**src/rtl/esm_config_decoder.sv**
```systemverilog
// ESM receiver control-message decoder: validates the 4-word stream header,
// applies common enables locally and forwards other payloads on Module_config.
package esm_config_pkg;
    typedef struct packed {
        logic        valid;
        logic        first;
        logic        last;
        logic [7:0]  module_id;
        logic [7:0]  message_type;
        logic [31:0] data;
    } module_config_t;
endpackage

module esm_config_decoder
    import esm_config_pkg::*;
#(
    parameter int          AXI_DATA_WIDTH    = 32,  // only 32 is supported
    parameter logic [31:0] CONTROL_MAGIC_NUM = 32'h45534D43,
    parameter logic [7:0]  MODULE_ID_COMMON  = 8'h00,
    parameter logic [7:0]  MSG_TYPE_ENABLES  = 8'h00
) (
    input  logic                      S_axis_clk,
    input  logic                      S_axis_resetn,
    output logic                      S_axis_ready,
    input  logic                      S_axis_valid,
    input  logic [AXI_DATA_WIDTH-1:0] S_axis_data,
    input  logic                      S_axis_last,
    output logic                      Rst_out,
    output logic                      Enable_status,
    output logic [1:0]                Enable_chan,
    output logic [1:0]                Enable_pdw,
    output logic [31:0]               Last_sequence_num,
    output module_config_t            Module_config
);

    typedef enum logic [2:0] {
        HDR_MAGIC,
        HDR_SEQ,
        HDR_TYPE,
        HDR_PAD,
        PAYLOAD,
        DROP
    } state_t;

    state_t         r_state;
    state_t         w_state_nxt;
    logic           r_ready;
    logic           r_rst_out;
    logic           r_en_status;
    logic [1:0]     r_en_chan;
    logic [1:0]     r_en_pdw;
    logic [31:0]    r_seq;
    logic [7:0]     r_mod_id;
    logic [7:0]     r_msg_type;
    logic           r_pl_first;
    module_config_t r_cfg;

    logic           w_xfer;
    logic           w_is_common;
    logic           w_is_enables;

    assign w_xfer       = S_axis_valid && r_ready;
    assign w_is_common  = (r_mod_id == MODULE_ID_COMMON);
    assign w_is_enables = w_is_common && (r_msg_type == MSG_TYPE_ENABLES);

    always_ff @(posedge S_axis_clk) begin
        if (!S_axis_resetn) r_state <= HDR_MAGIC;
        else                r_state <= w_state_nxt;
    end

    // A last word always re-arms header parsing, whatever state we were in.
    always_comb begin
        w_state_nxt = r_state;
        if (w_xfer) begin
            if (S_axis_last) begin
                w_state_nxt = HDR_MAGIC;
            end else begin
                case (r_state)
                    HDR_MAGIC: w_state_nxt = (S_axis_data == CONTROL_MAGIC_NUM) ? HDR_SEQ : DROP;
                    HDR_SEQ:   w_state_nxt = HDR_TYPE;
                    HDR_TYPE:  w_state_nxt = HDR_PAD;
                    HDR_PAD:   w_state_nxt = PAYLOAD;
                    PAYLOAD:   w_state_nxt = PAYLOAD;
                    DROP:      w_state_nxt = DROP;
                    default:   w_state_nxt = HDR_MAGIC;
                endcase
            end
        end
    end

    always_ff @(posedge S_axis_clk) begin
        if (!S_axis_resetn) begin
            r_ready     <= 1'b0;
            r_rst_out   <= 1'b1;
            r_en_status <= 1'b0;
            r_en_chan   <= 2'b00;
            r_en_pdw    <= 2'b00;
            r_seq       <= '0;
            r_mod_id    <= '0;
            r_msg_type  <= '0;
            r_pl_first  <= 1'b0;
            r_cfg       <= '0;
        end else begin
            r_ready     <= 1'b1;
            r_cfg.valid <= 1'b0;
            if (w_xfer) begin
                case (r_state)
                    HDR_SEQ:  r_seq <= S_axis_data;
                    HDR_TYPE: begin
                        r_mod_id   <= S_axis_data[31:24];
                        r_msg_type <= S_axis_data[23:16];
                    end
                    HDR_PAD:  r_pl_first <= 1'b1;
                    PAYLOAD: begin
                        r_pl_first <= 1'b0;
                        if (w_is_common) begin
                            // Only the first payload word of an enables message carries fields.
                            if (w_is_enables && r_pl_first) begin
                                r_en_status <= S_axis_data[0];
                                r_en_chan   <= S_axis_data[9:8];
                                r_en_pdw    <= S_axis_data[17:16];
                                r_rst_out   <= S_axis_data[24];
                            end
                        end else begin
                            r_cfg.valid        <= 1'b1;
                            r_cfg.first        <= r_pl_first;
                            r_cfg.last         <= S_axis_last;
                            r_cfg.module_id    <= r_mod_id;
                            r_cfg.message_type <= r_msg_type;
                            r_cfg.data         <= S_axis_data;
                        end
                    end
                    default: ;
                endcase
            end
        end
    end

    assign S_axis_ready      = r_ready;
    assign Rst_out           = r_rst_out;
    assign Enable_status     = r_en_status;
    assign Enable_chan       = r_en_chan;
    assign Enable_pdw        = r_en_pdw;
    assign Last_sequence_num = r_seq;
    assign Module_config     = r_cfg;

endmodule

```
**config.mk**
```make
export PLATFORM = sky130hd
export DESIGN_NAME = esm_config_decoder
export DESIGN_NICKNAME = d
export VERILOG_FILES = /design/src/rtl/esm_config_decoder.sv
export SDC_FILE = /design/constraint.sdc
export NUM_CORES = 1
export LEC_CHECK = 0
export ABC_AREA = 1
export BUFFER_PORTS_ARGS = -buffer_cell sky130_fd_sc_hd__buf_2
export CAP_MARGIN = 25
export CORE_ASPECT_RATIO = 0.5
export CORE_MARGIN = 2
export CORE_UTILIZATION = 51
export DETAILED_ROUTE_END_ITERATION = 8
export GPL_TIMING_DRIVEN = 0
export HOLD_SLACK_MARGIN = 0.02
export MAX_ROUTING_LAYER = met4
export PLACE_DENSITY = 0.79
export RECOVER_POWER = 25
export SYNTH_ARGS = -nofsm -noshare
export SYNTH_HDL_FRONTEND = slang
export SYNTH_SLANG_ARGS = --single-unit
```
**constraint.sdc**
```tcl
create_clock -name S_axis_clk -period 1.57 [get_ports S_axis_clk]
set_clock_uncertainty 0.1 [all_clocks]
set_input_delay 0.314 -clock S_axis_clk [delete_from_list [all_inputs] [get_ports S_axis_clk]]
set_output_delay 0.314 -clock S_axis_clk [all_outputs]
set_load 0.02 [all_outputs]
```
==> metrics.yaml, run 1 <==
grt_pass1_vias: 3682
design.die.area_um2: 9350
final_cell_mix: "buf_2, nor2_1, dfxtp_1"
drt-pass1-iter-count: 5
diodes: 0
layout_commonest_cell: "buf_2"
synth_area_leaders: "dfxtp_1, nor2_1, o21ai_0"
p_comb_frac: 0.058
final_core_utilization: 0.683
cpPeakStageDelay_ns: 0.32
slew_headroom: 0.638
tightest_slew_ns: 0.543
hpwl_um: 8420
irDropWorstVdd_uv: 621
switching_share: 0.217
grt_start_max_net_pins: 17
fmax_ghz: 0.658
synth-seq-cells: 110
power.switching_w: 0.00123
period_needed_ns: 1.52
area_growth_pct: 27.6
cp_cell_sequence: "inv_2, nand2_1, nor3_4, buf_4, inv_4, buf_6, o21ai_1, a21oi_2"
power.density_nw_per_um2: 1020
power.total_w: 0.00568
via_count: 4024
port_buffers: 125
drc: 0
final.setup.tns_ns: 0
gr-total-overflow: 0
timing.final.crit_share: 0.968
place_congestion: 0.898
path_max_fanout: 10
ant_nets: 0
yosysTopAreaCell: "dfxtp_1"
die_w_um: 135
yosys.cell_types.count: 28
wl_um: 11600
fin_hold_ws_ns: 0.0752
status: "complete, no violations"
rsz0062_at_grt: "yes"
hold_viol: 0
nFillCells: 686
fp.dieH_um: 69.4
netlist.area_leader.share: 0.505
ys.warnings.count: 0
hold-path-cell-count: 1
synth_nets: 570
grt_pass1_wl_um: 18500
ios: 126
numClockSinks: 110
setup.worst_path.end_class: "flip-flop"
grtUsageTotal: 0.262
cts_root_buf: "clkbuf_16"
rows: 23
critPathSlowestCell: "dfxtp_1"
crit_arrival_ns: 1.66
htree_num_levels: 3
critPathLaunchType: "flip-flop"
drt-initial-drc-count: 247
start_util: 0.535
finalMaxSlewViolations: 0
layout.nets: 713
clock_latency_ns: 0.34
p_seq_frac: 0.498
cp.required_ns: 1.71
post_drt_wl_per_cell_um: 14.6
design.core.area_um2: 8140
viasPerCell: 5.07
clkTransAtPathRegs_ns: 0.07
drive_above_1_share: 0.361
worstSetupPathType: "flip-flop to flip-flop"
r2r_cells: 8
clockBufferDepth: 2
setup_violations: 0
hold_path.class: "input port to flip-flop"
cts_made_buffers: 9
p_clk_frac: 0.444
syn_inst: 534
p_int_w: 0.00445
ys_seq_area_frac: 0.505
r2r_slack_ns: 0.05
cts_tree: "yes"
avgSynthCellArea_um2: 8.16
antenna_found_initial: 0
leakagePower_nw: 2.58
synthesis.area_um2: 4360
maxCapViolCount: 0
-- state kept, by name, indices dropped and copies added, names as in the netlist --
register and flops:
Enable_chan 2, Enable_pdw 2, Enable_status 1, Last_sequence_num 32
Module_config 51, Rst_out 1, S_axis_ready 1, r_mod_id 8
r_msg_type 8, r_pl_first 1, r_state 3
-- layout make-up --
class	instances	area [um^2]	share of cell area
flip-flops and latches	110	2210	0.397
multi-input cells	356	1740	0.313
repair buffers	132	694	0.125
plain buffers	30	283	0.0509
clock buffers	13	270	0.0486
inverters	38	158	0.0284
well taps	112	140	0.0252
clock inverters	3	65.1	0.0117
-- metrics by stage --
step / cells / setup slack, ns / cell area (um^2)
5_1_grt: 794 / -0.0185 / 5560
3_5_place_dp: 771 / -0.200 / 5120
6_report: 794 / 0.0504 / 5560
3_3_place_gp: 771 / -0.217 / 5120
2_1_floorplan: 534 / 0.0784 / 4360
4_1_cts: 789 / 0.00259 / 5490
-- timing repair --
item	in CTS	in global routing
setup endpoints to repair	56	95
hold buffers	0	0
resized for setup	3	25
setup buffers	2	5
pin swaps	1	5
-- critical path: cells and delay by family (launching register included) --
kind,cells,cell delay [ns]
buffers and inverters,4,0.49
AOI/OAI and AO/OA,2,0.20
DFF,1,0.32
and+or+nand+nor,2,0.31
-- cell usage after synthesis --
cell,number
clkbuf_1,12
o21ai_4,1
o21ai_0,79
buf_8,1
nand2_2,2
inv_8,1
nor3_1,2
inv_1,29
inv_4,1
a21oi_2,1
buf_6,9
buf_4,1
o21ai_1,21
nand3_2,1
nor2b_1,1
nand2_1,32
nor3_4,1
nand4_1,3
dfxtp_1,110
a21oi_1,32
nor2_2,61
buf_2,2
nor2_1,110
nor3_2,1
clkinv_1,3
buf_12,5
nand3_1,8
inv_2,4
-- path summary, 6_finish.rpt --
| check | start | to |
|---|---|---|
| worst max-delay path | r_state[0] | r_mod_id[6] |
| worst min-delay path | S_axis_resetn | S_axis_ready |
| worst max register to register | r_state[0] | r_mod_id[6] |
| worst min register to register | r_msg_type[4] | r_msg_type[4] |
-- power groups by stage --
stage	clock network, W	registers (W)	logic [W]
6_report	0.00252	0.00283	0.000327
5_1_grt	0.00268	0.00283	0.000362
4_1_cts	0.00254	0.00283	0.000314
3_5_place_dp	0	0.00289	0.000312
3_3_place_gp	0	0.00289	0.000309
2_1_floorplan	0	0.00291	0.000147
-- routing by layer --
layer / wire, um / track usage / part of all wire / vias up
li1: - / - / - / 2003
met1: 5360 / 0.344 / 0.46 / 1859
met2: 5050 / 0.386 / 0.44 / 145
met3: 1020 / 0.0906 / 0.088 / 17
met4: 176 / 0.0725 / 0.015 / 0
met5: 0 / - / 0 / -
-- cells by family (layout without fill, tap and decap cells) --
logic type | after synthesis | in the layout | synth area share
DFF | 110 | 110 | 0.505
AOI/OAI and AO/OA | 134 | 134 | 0.157
buffers and inverters | 68 | 216 | 0.0991
and+or+nand+nor | 222 | 222 | 0.238
(Power assumes the default switching activity.)
==> run 2, diff against run 1 <==
==> constraint.sdc (replaced) <==
create_clock -name S_axis_clk -period 1.57 [get_ports S_axis_clk]
set_clock_uncertainty 0.1 [all_clocks]
set_input_delay 0.0785 -clock S_axis_clk [delete_from_list [all_inputs] [get_ports S_axis_clk]]
set_output_delay 0.0785 -clock S_axis_clk [all_outputs]
set_load 0.02 [all_outputs]
==> metrics.yaml, run 2 (synthesized netlist as in run 1, its figures left out) <==
status: "finished with violations"
violations: "setup timing"
setup_violations: 1  # +1
period_needed_ns: 1.59  # +0.0710 ns
slew_headroom: 0.639  # about the same
fmax_ghz: 0.629  # -4.5%
final_cell_mix: "buf_2, nor2_1, dfxtp_1"
clock_latency_ns: 0.34  # about the same
leakagePower_nw: 2.73  # +5.7%
path_max_fanout: 10  # unchanged
rows: 23  # unchanged
wl_um: 12400  # +6.6%
cts_tree: "yes"
ios: 126  # unchanged
clockBufferDepth: 2  # unchanged
diodes: 0  # unchanged
drt-initial-drc-count: 261  # +5.7%
grt_pass1_vias: 3900  # +5.9%
drc: 0  # unchanged
antenna_found_initial: 0  # unchanged
hpwl_um: 8420  # unchanged
start_util: 0.535  # unchanged
cp.required_ns: 1.70  # about the same
port_buffers: 125  # unchanged
layout_commonest_cell: "buf_2"
largest_reg_flops: 51  # unchanged
tightest_slew_ns: 0.542  # -0.000856 ns
cts_made_buffers: 9  # unchanged
layout.nets: 748  # +4.9%
cts_root_buf: "clkbuf_16"
setup.worst_path.end_class: "flip-flop"
grtUsageTotal: 0.277  # +0.0153
ant_nets: 0  # unchanged
crit_arrival_ns: 1.72  # +0.06 ns
htree_num_levels: 3  # unchanged
numClockSinks: 110  # unchanged
preCtsSetupSlack_ns: -0.0726  # +0.128 ns
hold_viol: 0  # unchanged
grt_pass1_wl_um: 19500  # +5.6%
finalMaxSlewViolations: 0  # unchanged
drive_above_1_share: 0.342  # -0.0190
grt_start_max_net_pins: 17  # unchanged
design.die.area_um2: 9350  # unchanged
area_growth_pct: 35.8
post_drt_wl_per_cell_um: 14.9  # +2.1%
die_w_um: 135  # unchanged
via_count: 4218  # +4.8%
irDropWorstVdd_uv: 619  # -0.32%
maxCapViolCount: 0  # unchanged
hold_path.class: "input port to flip-flop"
fp.dieH_um: 69.4  # unchanged
clkTransAtPathRegs_ns: 0.07  # about the same
power.density_nw_per_um2: 971  # -4.9%
gr-total-overflow: 0  # unchanged
worstSetupPathType: "flip-flop to flip-flop"
power.total_w: 0.00574  # +1.2%
place_congestion: 0.898  # unchanged
nFillCells: 628  # -8.5%
setup_slack_ns: -0.0206  # -0.0710 ns
rsz0062_at_grt: "yes"
final.setup.tns_ns: -0.0206  # -0.0206 ns
drt-pass1-iter-count: 5  # unchanged
timing.final.crit_share: 1.01  # +0.0452
viasPerCell: 5.09  # +0.40%
critPathLaunchType: "flip-flop"
final_core_utilization: 0.727  # +0.0439
design.core.area_um2: 8140  # unchanged
## run 2: power breakdown
group | switching [W] | internal (W)
registers | 0.0000159 | 0.00281
clock network | 0.000991 | 0.00153
logic | 0.000233 | 0.000165
total | 0.00124 | 0.00450
## run 2: final timing paths
kind	cells after the start	from	endpoint	slack, ns
hold / removal	4	S_axis_resetn	r_msg_type[5]	0.18
hold reg to reg	2	r_mod_id[2]	r_mod_id[2]	0.37
setup / recovery	8	r_state[0]	r_mod_id[6]	-0.02
setup reg to reg	8	r_state[0]	r_mod_id[6]	-0.02
## run 2: stage by stage
step | std cells | hold slack (ns) | area [um^2]
floorplan | 534 | 0.00622 | 4360
global placement | 771 | 0.192 | 5120
detailed placement | 771 | 0.193 | 5120
CTS | 824 | 0.160 | 5840
global route | 829 | 0.206 | 5920
finish | 829 | 0.182 | 5920
## run 2: final cells by class
type                            instances  area [um^2]  share of cell area
Buffer                                 30          283              0.0478
Multi-Input combinational cell        356         1750               0.296
Clock buffer                           13          270              0.0457
Clock inverter                          3         65.1              0.0110
Timing Repair Buffer                  167         1040               0.176
Sequential cell                       110         2210               0.373
Tap cell                              112          140              0.0237
Inverter                               38          163              0.0275
## run 2: timing repair
item                       CTS  global route
setup endpoints to repair   56            99
hold endpoints to repair    85             0
setup buffers                2             5
resized for setup            3            27
hold buffers                35             0
pin swaps                    1             5
## run 2: per-layer routing
metal,share of wire,GRT usage,vias to the layer above
li1,-,-,2072
met3,0.089,0.0921,20
met5,0,-,-
met4,0.018,0.0830,0
met2,0.45,0.420,177
met1,0.44,0.354,1949
## run 2: worst max-delay path, cell delays in order, from the launching register on
cell and delay, ns:
dfxtp_1 0.32, inv_2 0.11, nand2_1 0.12, nor3_4 0.18
buf_4 0.17, inv_4 0.06, buf_6 0.14, o21ai_1 0.22
a21oi_2 0.05
